File: src/rtl/decomp_pkg.sv
// Shared types, default widths and the scale-to-shift encoder used by both
// the scalar and the multi-lane weight decompressors.
package decomp_pkg;

  typedef enum logic {
    GENERAL = 1'b0,
    LEGACY  = 1'b1
  } decomp_mode_e;

  localparam int DEF_LANES   = 4;
  localparam int DEF_IN_W    = 8;
  localparam int DEF_OUT_W   = 32;
  localparam int DEF_SCALE_W = 32;
  localparam int DEF_NUM_CH  = 16;
  localparam int DEF_CNT_W   = 16;
  localparam int SH_BITS     = $clog2(DEF_SCALE_W);

  // Legacy encoding only ever recognised the five shift amounts below.
  function automatic logic [SH_BITS-1:0] scale_to_shift(
    input logic [DEF_SCALE_W-1:0] scale,
    input decomp_mode_e           mode
  );
    logic [SH_BITS-1:0] sh;
    sh = '0;
    if (mode == LEGACY) begin
      if (scale[16])     sh = SH_BITS'(16);
      else if (scale[8]) sh = SH_BITS'(8);
      else if (scale[4]) sh = SH_BITS'(4);
      else if (scale[2]) sh = SH_BITS'(2);
      else if (scale[1]) sh = SH_BITS'(1);
    end else begin
      for (int i = 0; i < DEF_SCALE_W; i++) begin
        if (scale[i]) sh = SH_BITS'(i);
      end
    end
    return sh;
  endfunction

endpackage

File: src/rtl/decomp_lane.sv
// One lane of the shift/clamp stage: shifts a sign-extended weight and
// flags (and optionally saturates) results that do not fit in OUT_W bits.
module decomp_lane
  import decomp_pkg::*;
#(
  parameter int OUT_W   = DEF_OUT_W,
  parameter int SCALE_W = DEF_SCALE_W,
  parameter int SH_W    = $clog2(SCALE_W)
) (
  input  logic [OUT_W-1:0] w,
  input  logic [SH_W-1:0]  sh,
  input  logic             sat_en,
  output logic [OUT_W-1:0] res,
  output logic             ovf
);

  localparam int FW = OUT_W + SCALE_W;

  logic [FW-1:0]      full;
  logic [FW-OUT_W:0]  hi;

  assign full = {{SCALE_W{w[OUT_W-1]}}, w} << sh;
  // In range only when every bit from the result MSB upward matches the sign.
  assign hi   = full[FW-1:OUT_W-1];
  assign ovf  = !((&hi) || !(|hi));

  always_comb begin
    res = full[OUT_W-1:0];
    if (ovf && sat_en) begin
      res = full[FW-1] ? {1'b1, {(OUT_W-1){1'b0}}} : {1'b0, {(OUT_W-1){1'b1}}};
    end
  end

endmodule

File: src/rtl/weight_stream_decompressor.sv
// Two-stage multi-lane INT8 weight decompressor: per-channel scale lookup and
// shift encode in S1, per-lane shift/overflow handling in S2.
module weight_stream_decompressor
  import decomp_pkg::*;
#(
  parameter int LANES   = DEF_LANES,
  parameter int IN_W    = DEF_IN_W,
  parameter int OUT_W   = DEF_OUT_W,
  parameter int SCALE_W = DEF_SCALE_W,
  parameter int NUM_CH  = DEF_NUM_CH,
  parameter int CH_W    = $clog2(NUM_CH),
  parameter int SH_W    = $clog2(SCALE_W),
  parameter int CNT_W   = DEF_CNT_W
) (
  input  logic                   clk,
  input  logic                   rst_n,
  input  logic                   cfg_we,
  input  logic [CH_W-1:0]        cfg_ch,
  input  logic [SCALE_W-1:0]     cfg_scale,
  input  logic                   cfg_legacy,
  input  logic                   cfg_sat_en,
  input  logic                   in_valid,
  output logic                   in_ready,
  input  logic [CH_W-1:0]        in_ch,
  input  logic [LANES*IN_W-1:0]  in_data,
  output logic                   out_valid,
  input  logic                   out_ready,
  output logic [LANES*OUT_W-1:0] out_data,
  output logic [LANES-1:0]       out_sat,
  output logic [CH_W-1:0]        out_ch,
  output logic [CNT_W-1:0]       sat_count,
  input  logic                   sat_count_clr
);

  localparam int POP_W = $clog2(LANES + 1);
  localparam int SUM_W = CNT_W + 1;

  logic [SCALE_W-1:0]     scale_tbl [NUM_CH];
  logic [SH_W-1:0]        lookup_sh;

  logic                   s1_valid;
  logic [CH_W-1:0]        s1_ch;
  logic [SH_W-1:0]        s1_sh;
  logic [OUT_W-1:0]       s1_w [LANES];
  logic                   s2_valid;

  logic                   s1_adv;
  logic                   s2_adv;
  logic [LANES*OUT_W-1:0] lane_res;
  logic [LANES-1:0]       lane_ovf;

  logic [POP_W-1:0]       pop;
  logic [SUM_W-1:0]       sum;
  logic [CNT_W-1:0]       cnt_next;

  assign s2_adv    = !s2_valid || out_ready;
  assign s1_adv    = !s1_valid || s2_adv;
  assign in_ready  = s1_adv;
  assign out_valid = s2_valid;

  // Registered table: a same-cycle write to the looked-up channel is not seen.
  always_ff @(posedge clk or negedge rst_n) begin
    if (!rst_n) begin
      for (int i = 0; i < NUM_CH; i++) scale_tbl[i] <= '0;
    end else if (cfg_we) begin
      scale_tbl[cfg_ch] <= cfg_scale;
    end
  end

  assign lookup_sh = scale_to_shift(scale_tbl[in_ch], decomp_mode_e'(cfg_legacy));

  always_ff @(posedge clk or negedge rst_n) begin
    if (!rst_n) begin
      s1_valid <= 1'b0;
      s1_ch    <= '0;
      s1_sh    <= '0;
      for (int l = 0; l < LANES; l++) s1_w[l] <= '0;
      s2_valid <= 1'b0;
      out_data <= '0;
      out_sat  <= '0;
      out_ch   <= '0;
    end else begin
      if (s1_adv) begin
        s1_valid <= in_valid;
        if (in_valid) begin
          s1_ch <= in_ch;
          s1_sh <= lookup_sh;
          for (int l = 0; l < LANES; l++) begin
            s1_w[l] <= {{(OUT_W-IN_W){in_data[l*IN_W+IN_W-1]}}, in_data[l*IN_W +: IN_W]};
          end
        end
      end
      if (s2_adv) begin
        s2_valid <= s1_valid;
        if (s1_valid) begin
          out_data <= lane_res;
          out_sat  <= lane_ovf;
          out_ch   <= s1_ch;
        end
      end
    end
  end

  for (genvar l = 0; l < LANES; l++) begin : g_lane
    decomp_lane #(
      .OUT_W   (OUT_W),
      .SCALE_W (SCALE_W),
      .SH_W    (SH_W)
    ) u_lane (
      .w      (s1_w[l]),
      .sh     (s1_sh),
      .sat_en (cfg_sat_en),
      .res    (lane_res[l*OUT_W +: OUT_W]),
      .ovf    (lane_ovf[l])
    );
  end

  always_comb begin
    pop = '0;
    for (int l = 0; l < LANES; l++) pop = pop + POP_W'(out_sat[l]);
    sum      = {1'b0, sat_count} + SUM_W'(pop);
    cnt_next = sum[CNT_W] ? {CNT_W{1'b1}} : sum[CNT_W-1:0];
  end

  always_ff @(posedge clk or negedge rst_n) begin
    if (!rst_n) begin
      sat_count <= '0;
    end else if (sat_count_clr) begin
      sat_count <= '0;
    end else if (s2_valid && out_ready) begin
      sat_count <= cnt_next;
    end
  end

endmodule
File: config.mk
export PLATFORM = sky130hd
export DESIGN_NAME = weight_stream_decompressor
export DESIGN_NICKNAME = d
export VERILOG_FILES = /design/src/rtl/decomp_pkg.sv /design/src/rtl/decomp_lane.sv /design/src/rtl/weight_stream_decompressor.sv
export SDC_FILE = /design/constraint.sdc
export NUM_CORES = 1
export LEC_CHECK = 0
export CORE_MARGIN = 2
export CORE_UTILIZATION = 40
export CTS_BUF_LIST = sky130_fd_sc_hd__clkbuf_16
export DETAILED_ROUTE_END_ITERATION = 6
export RECOVER_POWER = 100
export SYNTH_ARGS = -nofsm -noshare
export SYNTH_HDL_FRONTEND = slang
export SYNTH_SLANG_ARGS = --single-unit
File: constraint.sdc
create_clock -name clk -period 3.1 [get_ports clk]
set_input_delay 0.93 -clock clk [delete_from_list [all_inputs] [get_ports clk]]
set_output_delay 0.93 -clock clk [all_outputs]
set_load 0.005 [all_outputs]
# Yosys cells after proc, flatten, opt, wreduce, memory -nomap -nowiden
# Index checks and enable logic that the tools add are counted.
[op_classes]
n_addsub = 4
n_mul = 0
div_mod_pow = 0
order_cmp = 3
eq_ne = 0
shift = 4
mux = 52
n_bitwise = 2
n_reduce_logical = 33
[op_table]
columns = ["cell", "n"]
rows = [
  ["bitwise mux 512 bit", 1],
  ["two-way mux 32 bit", 11],
  ["left shift 64 x 5 -> 64 bit", 4],
  ["two-way mux 5 bit", 34],
  ["AND reduction 33 bit", 4],
  ["OR reduction 33 bit", 4],
  ["binary-select mux 32 bit (select 4 bit)", 1],
  ["demux 32 bit (select 4 bit)", 1],
  ["two-way mux 16 bit", 3],
  ["adder 16 x 3 -> 17 bit", 1],
  ["greater-or-equal comparator 5 bit (second input constant)", 2],
  ["zero test 1 bit", 10],
  ["inverter 4 -> 5 bit", 2],
  ["logical AND 1 bit", 6],
  ["logical OR 1 bit", 6],
  ["< comparator 5 x 1 -> 1 bit (second input constant)", 1],
  ["AND reduction 2 bit", 2],
  ["adder 2 x 1 -> 3 bit", 1],
  ["adder 3 x 1 -> 3 bit", 1],
  ["adder 1 x 1 -> 2 bit", 1],
  ["nonzero test 2 bit", 1],
  ["two-way mux 1 bit", 1],
]
[totals]
ff_bits = 707
latch_bits = 0
mem_bits_rw = 0
romBits = 0
in_bits = 80
out_inout_bits = 154
wordCells = 126
mem_count = 0

# Logic depth before layout (Yosys ltp)
[depth]
ltp_word = 36
mapped_depth = 14
depth_no_buf = 11

# By module
# From an unflattened synthesis, not the netlist that was laid out.
[hier_totals]
cells_unflattened = 3733
hier_area_um2 = 43708.2
[by_module_without_submodules]
columns = ["module", "n_inst", "cells_per_inst", "area_per_inst_um2", "seq_area_each_um2"]
rows = [
  ["weight_stream_decompressor", 1, 1997, 30335.3, 17291.6],
  ["decomp_lane", 4, 434, 3343.2, 0.0],
]

# Worst setup path before layout
# No wires, ideal clock.
[synth_timing]
path_type = "input to register"
from = "in in_ch[1]"
to = "reg s1_sh[0]"
setup_time_ps = 126
t_arrival_ps = 3459
required_time_ps = 2974
path_slack_ps = -486
cell_stages = 11
n_path_buf = 4
path_cell_list = "clkbuf_1 buf_2 buf_2 buf_1 mux4_2 mux4_2 a221o_1 a21oi_1 nor2_1 nor4_2 a21oi_1"
[synth_between]
elab_chain_cells = 36
word_cells_on_any_way = 39
classes_between = "38 x mux; 1 x bitwise"
[synth_lines]
columns = ["item", "line_no", "source"]
rows = [
  ["from (decl)", "weight_stream_decompressor.sv:24", "input logic [CH_W-1:0] in_ch,"],
  ["inverter 4 -> 5 bit (not written as such) (*)", "weight_stream_decompressor.sv:70", "assign lookup_sh = scale_to_shift(scale_tbl[in_ch], decomp_mode_e'(cfg_legacy));"],
  ["binary-select mux 32 bit (select 4 bit) (*)", "weight_stream_decompressor.sv:70", ""],
  ["two-way mux 32 bit (not written as such) (*) (2 in series)", "weight_stream_decompressor.sv:70", ""],
  ["two-way mux 1 bit", "decomp_pkg.sv:30, decomp_pkg.sv:33", ""],
  ["two-way mux 5 bit (30 in series)", "decomp_pkg.sv:33", "if (scale[i]) sh = SH_BITS'(i);"],
  ["two-way mux 5 bit (*)", "decomp_pkg.sv:25", "if (mode == LEGACY) begin"],
  ["to (signal assigned)", "weight_stream_decompressor.sv:87", "s1_sh <= lookup_sh;"],
  ["to (decl)", "weight_stream_decompressor.sv:43", "logic [SH_W-1:0] s1_sh;"],
]
# Every way passes the cells marked *; elsewhere a longest branch is shown, timed or not. The select of a mux whose other input is x is not followed.
# A chain may end at the register's enable or synchronous reset.

# Worst setup path in the final report
[layout_timing]
from = "in in_ch[0]"
to = "reg s1_sh[0]"
# Same word-level chain as after synthesis.

==> flow_metrics.env <==
export IMPL_status="complete, no violations"
export IMPL_synth_top_family_by_area="multiplexers"
export IMPL_synth_simple_area_share=0.0675
export IMPL_stdcell_count=4033
export IMPL_overflow=0
export IMPL_drc=0
export IMPL_final_max_slew_viol_count=0
export IMPL_arrival_ps=3560
export IMPL_die_width_um=293
export IMPL_wl_per_cell_um=24.2
export IMPL_die_area_um2=85600
export IMPL_first_pass_iters=6
export IMPL_ctsLongestPathBuffers=3
export IMPL_synth_adder_area_share=0.00218
export IMPL_layout_drive_gt1_share=0.349
export IMPL_ctsHoldBuffers=0
export IMPL_max_slew_margin=0.0136
export IMPL_path_class="input pin to flip-flop"
export IMPL_peakVddDrop_mv=0.499
export IMPL_setup_viol=0
export IMPL_nNetsFinal=2986
export IMPL_cts_sinks=691
export IMPL_regArea_um2=17300
export IMPL_worst_pin_slew_ps=1480
export IMPL_synth_compound_area_frac=0.0808
export IMPL_cts_root_buffer_cell="clkbuf_16"
export IMPL_grt_pass1_wl_um=149000
export IMPL_via_count=23200
export IMPL_grt_pass1_vias=23800
export IMPL_drt_wl_total_um=97800
export IMPL_antenna_found_initial=7
export IMPL_io_buffers=232
export IMPL_worstPathRequired_ps=3610
export IMPL_stdcell_area_um2=40300
export IMPL_start_util=0.405
export IMPL_holdCritPathClass="flip-flop to flip-flop"
export IMPL_muxShareOfSynthArea=0.297
export IMPL_synth_xor_area_share=0
export IMPL_cts_buffers=77
export IMPL_multi_input_area_um2=15000
export IMPL_synth_flop_cell="dfrtp_1"
export IMPL_vias_per_cell=5.75
export IMPL_p_leak_uw=0.0174
export IMPL_worstSkewPairLatency_ps=650
export IMPL_clkTransAtPathRegs_ps=70
export IMPL_cts_tree="built"
export IMPL_cp_start_kind="input pin"
export IMPL_max_freq_mhz=328
export IMPL_area_growth_pct=21.1
export IMPL_syn_nets=2657
export IMPL_postRouteAntennaNets=0
export IMPL_core_area_um2=82200
export IMPL_ios=234
export IMPL_drtIter0Drc=1621
export IMPL_placedInstanceArea_um2=38300
export IMPL_fin_skew_ps=48.8
export IMPL_p_per_area_nw_per_um2=755
export IMPL_synth_area_um2=33300
export IMPL_fill_cells=7163
export IMPL_path_max_fanout=11
export IMPL_cap_violations=0
export IMPL_hold_viol_final=0
export IMPL_postSynth_asyncResetShare=1.00
export IMPL_rows=105
export IMPL_grt_usage=0.228
export IMPL_ys_warn_count=0
export IMPL_post_synth_cell_area_avg_um2=12.9
export IMPL_period_needed_ps=3050
export IMPL_syn_inst=2573
export IMPL_placed_cells=3882
export IMPL_synth_edff_count=0
export IMPL_fin_crit_sh=0.983
export IMPL_cts_max_level=3
export IMPL_grt_max_degree=133
export IMPL_end_kind="flip-flop"
export IMPL_gp_congestion=0.910
export IMPL_ys_ff_latch=691
export IMPL_dp_hpwl_um=64000
export IMPL_synth_cell_types=84
export IMPL_synth_seq_area_share=0.519
export IMPL_antennaDiodeCount=0
export IMPL_die_h_um=293
## state kept, by name, indices dropped and copies added (netlist names), 4 cells and up
signal and flops:
scale_tbl 496, s1_sh 5, s1_ch 4, out_data 128, s1_w 32, out_ch 4
sat_count 16, out_sat 4
## final cells by class
class	count	share of cell area
clock buffers	79	0.0490
repair buffers	463	0.106
clock inverters	61	0.00878
multi-input cells	1642	0.372
flip-flops and latches	691	0.429
well taps	1070	0.0332
inverters	27	0.00251
## critical path, stage by stage
cell      delay (ps)
buf_8            200
buf_16           190
buf_4            150
buf_4            150
mux4_2           510
mux4_2           510
or3_1            370
o211ai_1         240
a31o_1           210
a21oi_1           70
## power by group
part	internal (uW)	switching [uW]
clock	4660	3860
combinational	4980	4430
sequential	11200	1330
total	20900	9610
## Yosys cell counts (4+ instances only)
library cell,n,area share
mux4_1,20,0.016
a22o_1,4,0.0011
buf_6,11,0.0037
mux2_2,506,0.17
o32a_1,7,0.0021
o22a_1,44,0.012
a31oi_1,29,0.0054
buf_2,22,0.0033
buf_12,4,0.0024
a311oi_1,4,0.0011
and2_1,13,0.0024
nand3b_1,5,0.0011
o31ai_1,5,0.0011
a221o_1,11,0.0033
mux2i_1,33,0.0099
nand2_1,244,0.027
nor2_1,163,0.018
a22oi_1,7,0.0016
o22ai_1,26,0.0049
or3_1,5,0.00094
a21oi_1,110,0.017
inv_1,23,0.0026
nand2b_1,12,0.0023
o21bai_1,4,0.00090
buf_1,25,0.0028
and3_1,4,0.00075
mux4_2,147,0.099
a211oi_1,7,0.0016
a21o_1,7,0.0016
clkbuf_1,141,0.016
buf_4,7,0.0016
dfrtp_1,691,0.52
o21a_1,11,0.0025
nand3_1,21,0.0032
o21ai_1,9,0.0014
nand4_1,4,0.00075
nor3_1,12,0.0018
nor2b_1,8,0.0015
o21ai_0,87,0.013
o211ai_1,10,0.0023
nor4_2,4,0.0015
## worst paths after layout
kind	startpoint	endpoint	slack (ps)	cells after the start
min	s1_ch[0]	out_ch[0]	480	2
max reg2reg	s1_sh[0]	out_data[15]	90	10
max	in_ch[0]	s1_sh[0]	50	10
min in group asynchronous	rst_n	scale_tbl[454]	610	1
min reg2reg	s1_ch[0]	out_ch[0]	480	2
max in group asynchronous	rst_n	scale_tbl[118]	480	3
## cell usage in the layout (no fill, tap or decap), types with 21 or more instances in the layout
| cell | netlist | layout |
|---|---|---|
| a21oi_1 | 110 | 109 |
| a31oi_1 | 29 | 29 |
| buf_4 | 7 | 155 |
| clkbuf_16 | 0 | 81 |
| clkdlybuf4s50_1 | 0 | 70 |
| clkinv_1 | 3 | 22 |
| dfrtp_1 | 691 | 687 |
| dlygate4sd3_1 | 0 | 156 |
| inv_1 | 23 | 38 |
| mux2_2 | 506 | 505 |
| mux2i_1 | 33 | 32 |
| mux4_2 | 147 | 153 |
| nand2_1 | 244 | 243 |
| nand3_1 | 21 | 21 |
| nor2_1 | 163 | 153 |
| o21ai_0 | 87 | 88 |
| o22a_1 | 44 | 44 |
| o22ai_1 | 26 | 26 |
## routing by layer
layer / routed length, um / global-route usage / vias to the layer above
met5: 68 / 0 / -
met4: 2720 / 0.0742 / 12
met3: 5470 / 0.0394 / 173
met2: 48000 / 0.378 / 707
met1: 41500 / 0.304 / 12100
li1: - / - / 10200
## stage by stage
step | worst slack (ps) | util | power [uW] | hold WS (ps) | setup TNS, ps
after floorplan | -151 | - | 17800 | 439 | -637
after global placement | -609 | 0.466 | 22000 | 461 | -3420
after detailed placement | -610 | 0.466 | 22300 | 458 | -4780
after CTS | 37.5 | 0.494 | 30900 | 227 | 0
after global routing | -0.959 | 0.491 | 32000 | 503 | -0.959
final | 51.3 | 0.491 | 30500 | 477 | 0
## repair_timing
| action | in CTS | in global routing |
|---|---|---|
| setup buffers | 1 | 8 |
| gates resized for setup | 3 | 22 |
| gates cloned | 0 | 2 |
| endpoints found under the setup margin | 26 | 43 |
| pin swaps | 0 | 2 |
## cell families (layout without fill, tap and decap cells)
group                      after synthesis  in the layout
muxes                                  707            707
DFF                                    691            691
and+or+nand+nor                        517            517
AOI/OAI and AO/OA                      414            414
buffers and inverters                  240            630
adders and majority gates                4              4
Power figures use the tool's default switching activity.
==> variant: new RTL, same flow settings <==
Change the package constant `DEF_LANES` from 4 to 8.
--- a/src/rtl/decomp_pkg.sv
+++ b/src/rtl/decomp_pkg.sv
@@ -7,7 +7,7 @@
     LEGACY  = 1'b1
   } decomp_mode_e;
 
-  localparam int DEF_LANES   = 4;
+  localparam int DEF_LANES   = 8;
   localparam int DEF_IN_W    = 8;
   localparam int DEF_OUT_W   = 32;
   localparam int DEF_SCALE_W = 32;
Interface: changed (resized in_data, out_data and out_sat); port bits go from 234 to 398. The function was not compared with the original's and may differ.
==> variant against the unedited design <==
The run now ends with setup timing left. Routed wire length rose by 51%. Synthesized area rose by 29%. Setup slack got worse by 720 ps. Design area rose by 33%. Fmax fell by 19%. First-iteration DRC count rose by 100%. Total power rose by 40%. Die area rose by 28%. Via count rose by 44%. Sequential cell count rose by 164. Cell count rose by 41%.
==> variant: results <==
export IMPL_wire_length_of_the_first_global_routing_pass_um=221000
export IMPL_wirelength_um=148000
export IMPL_nets=4333
export IMPL_timing_hold_worst_endpoint="out_data[59]"
export IMPL_worstMarginPinSlew_ps=1480
export IMPL_dpl_cell_count=5497
export IMPL_ys_top_cells_by_area="sky130_fd_sc_hd__dfrtp_1 50%, sky130_fd_sc_hd__mux2_2 13%, sky130_fd_sc_hd__mux4_2 9.3%, sky130_fd_sc_hd__nand2_1 3.6%, sky130_fd_sc_hd__a21oi_1 2.8%"
export IMPL_r2r_worst_path_cells=14
export IMPL_cp_slowest_stage_delay_ps=540
export IMPL_numPortBuffers=396
export IMPL_place_congestion=0.944
export IMPL_preCtsSetupSlack_ps=-695
export IMPL_finalSetupTns_ps=-25500
export IMPL_worst_hold_slack_ps=469
export IMPL_synth_cells_most_frequent="855 x sky130_fd_sc_hd__dfrtp_1, 508 x sky130_fd_sc_hd__mux2_2, 417 x sky130_fd_sc_hd__nand2_1"
export IMPL_starting_drc_count_in_detailed_routing=3308
export IMPL_post_drt_wl_per_cell_um=25.9
export IMPL_final_seq_area_um2=21400
export IMPL_final_nonclk_buf_share_pct=12.9
export IMPL_reg2reg_to="sat_count[15]"
export IMPL_violations="setup timing"
export IMPL_skew_ps=47.7
export IMPL_finalSetupViolations=135
export IMPL_status="finished, violations left"
export IMPL_vdd_ir_drop_worst_v=0.000464
export IMPL_worst_slack_ps=-670
export IMPL_reg2reg_from="out_sat[0]"
export IMPL_critical_path_top_delay_family="adder cells"
export IMPL_route_vias_total=33400
export IMPL_nMultiInputCombCells=2468
export IMPL_cellLeakagePower_nw=23.3
export IMPL_crit_fanout=6
export IMPL_cpMaxStageDelayCell="sky130_fd_sc_hd__fa_1"
export IMPL_arrival_ps=4310
[variant: cell families (layout without fill, tap and decap cells)]
logic type,after synthesis,count (layout),synth area share [%]
XOR/XNOR,2,2,0.0408
AND/OR/NAND/NOR,890,890,8.78
buffers and inverters,373,966,3.79
multiplexers,746,746,24.1
adder cells (fa/ha/maj),11,11,0.408
other,0,1,0
flip-flops,855,855,49.9
AO/OA/AOI/OAI,818,819,13.0
[variant: power breakdown]
group	total, mW	switching [mW]	internal [mW]
Clock	11.4	4.88	6.55
Sequential	16.0	1.98	14.0
Combinational	15.4	7.85	7.51
[variant: what timing repair did]
item,4_1_cts,5_1_grt
pin swaps,7,8
gates resized for setup,9,20
setup endpoints to repair,33,117
setup buffers,2,15
gates cloned,0,2
[variant: metal layers]
layer / track usage, % / vias to the layer above / wire length [µm]
li1: - / 14600 / -
met1: 37.0 / 17100 / 63800
met2: 41.1 / 1389 / 67200
met3: 5.87 / 253 / 11700
met4: 8.37 / 8 / 4720
met5: 0 / - / 55
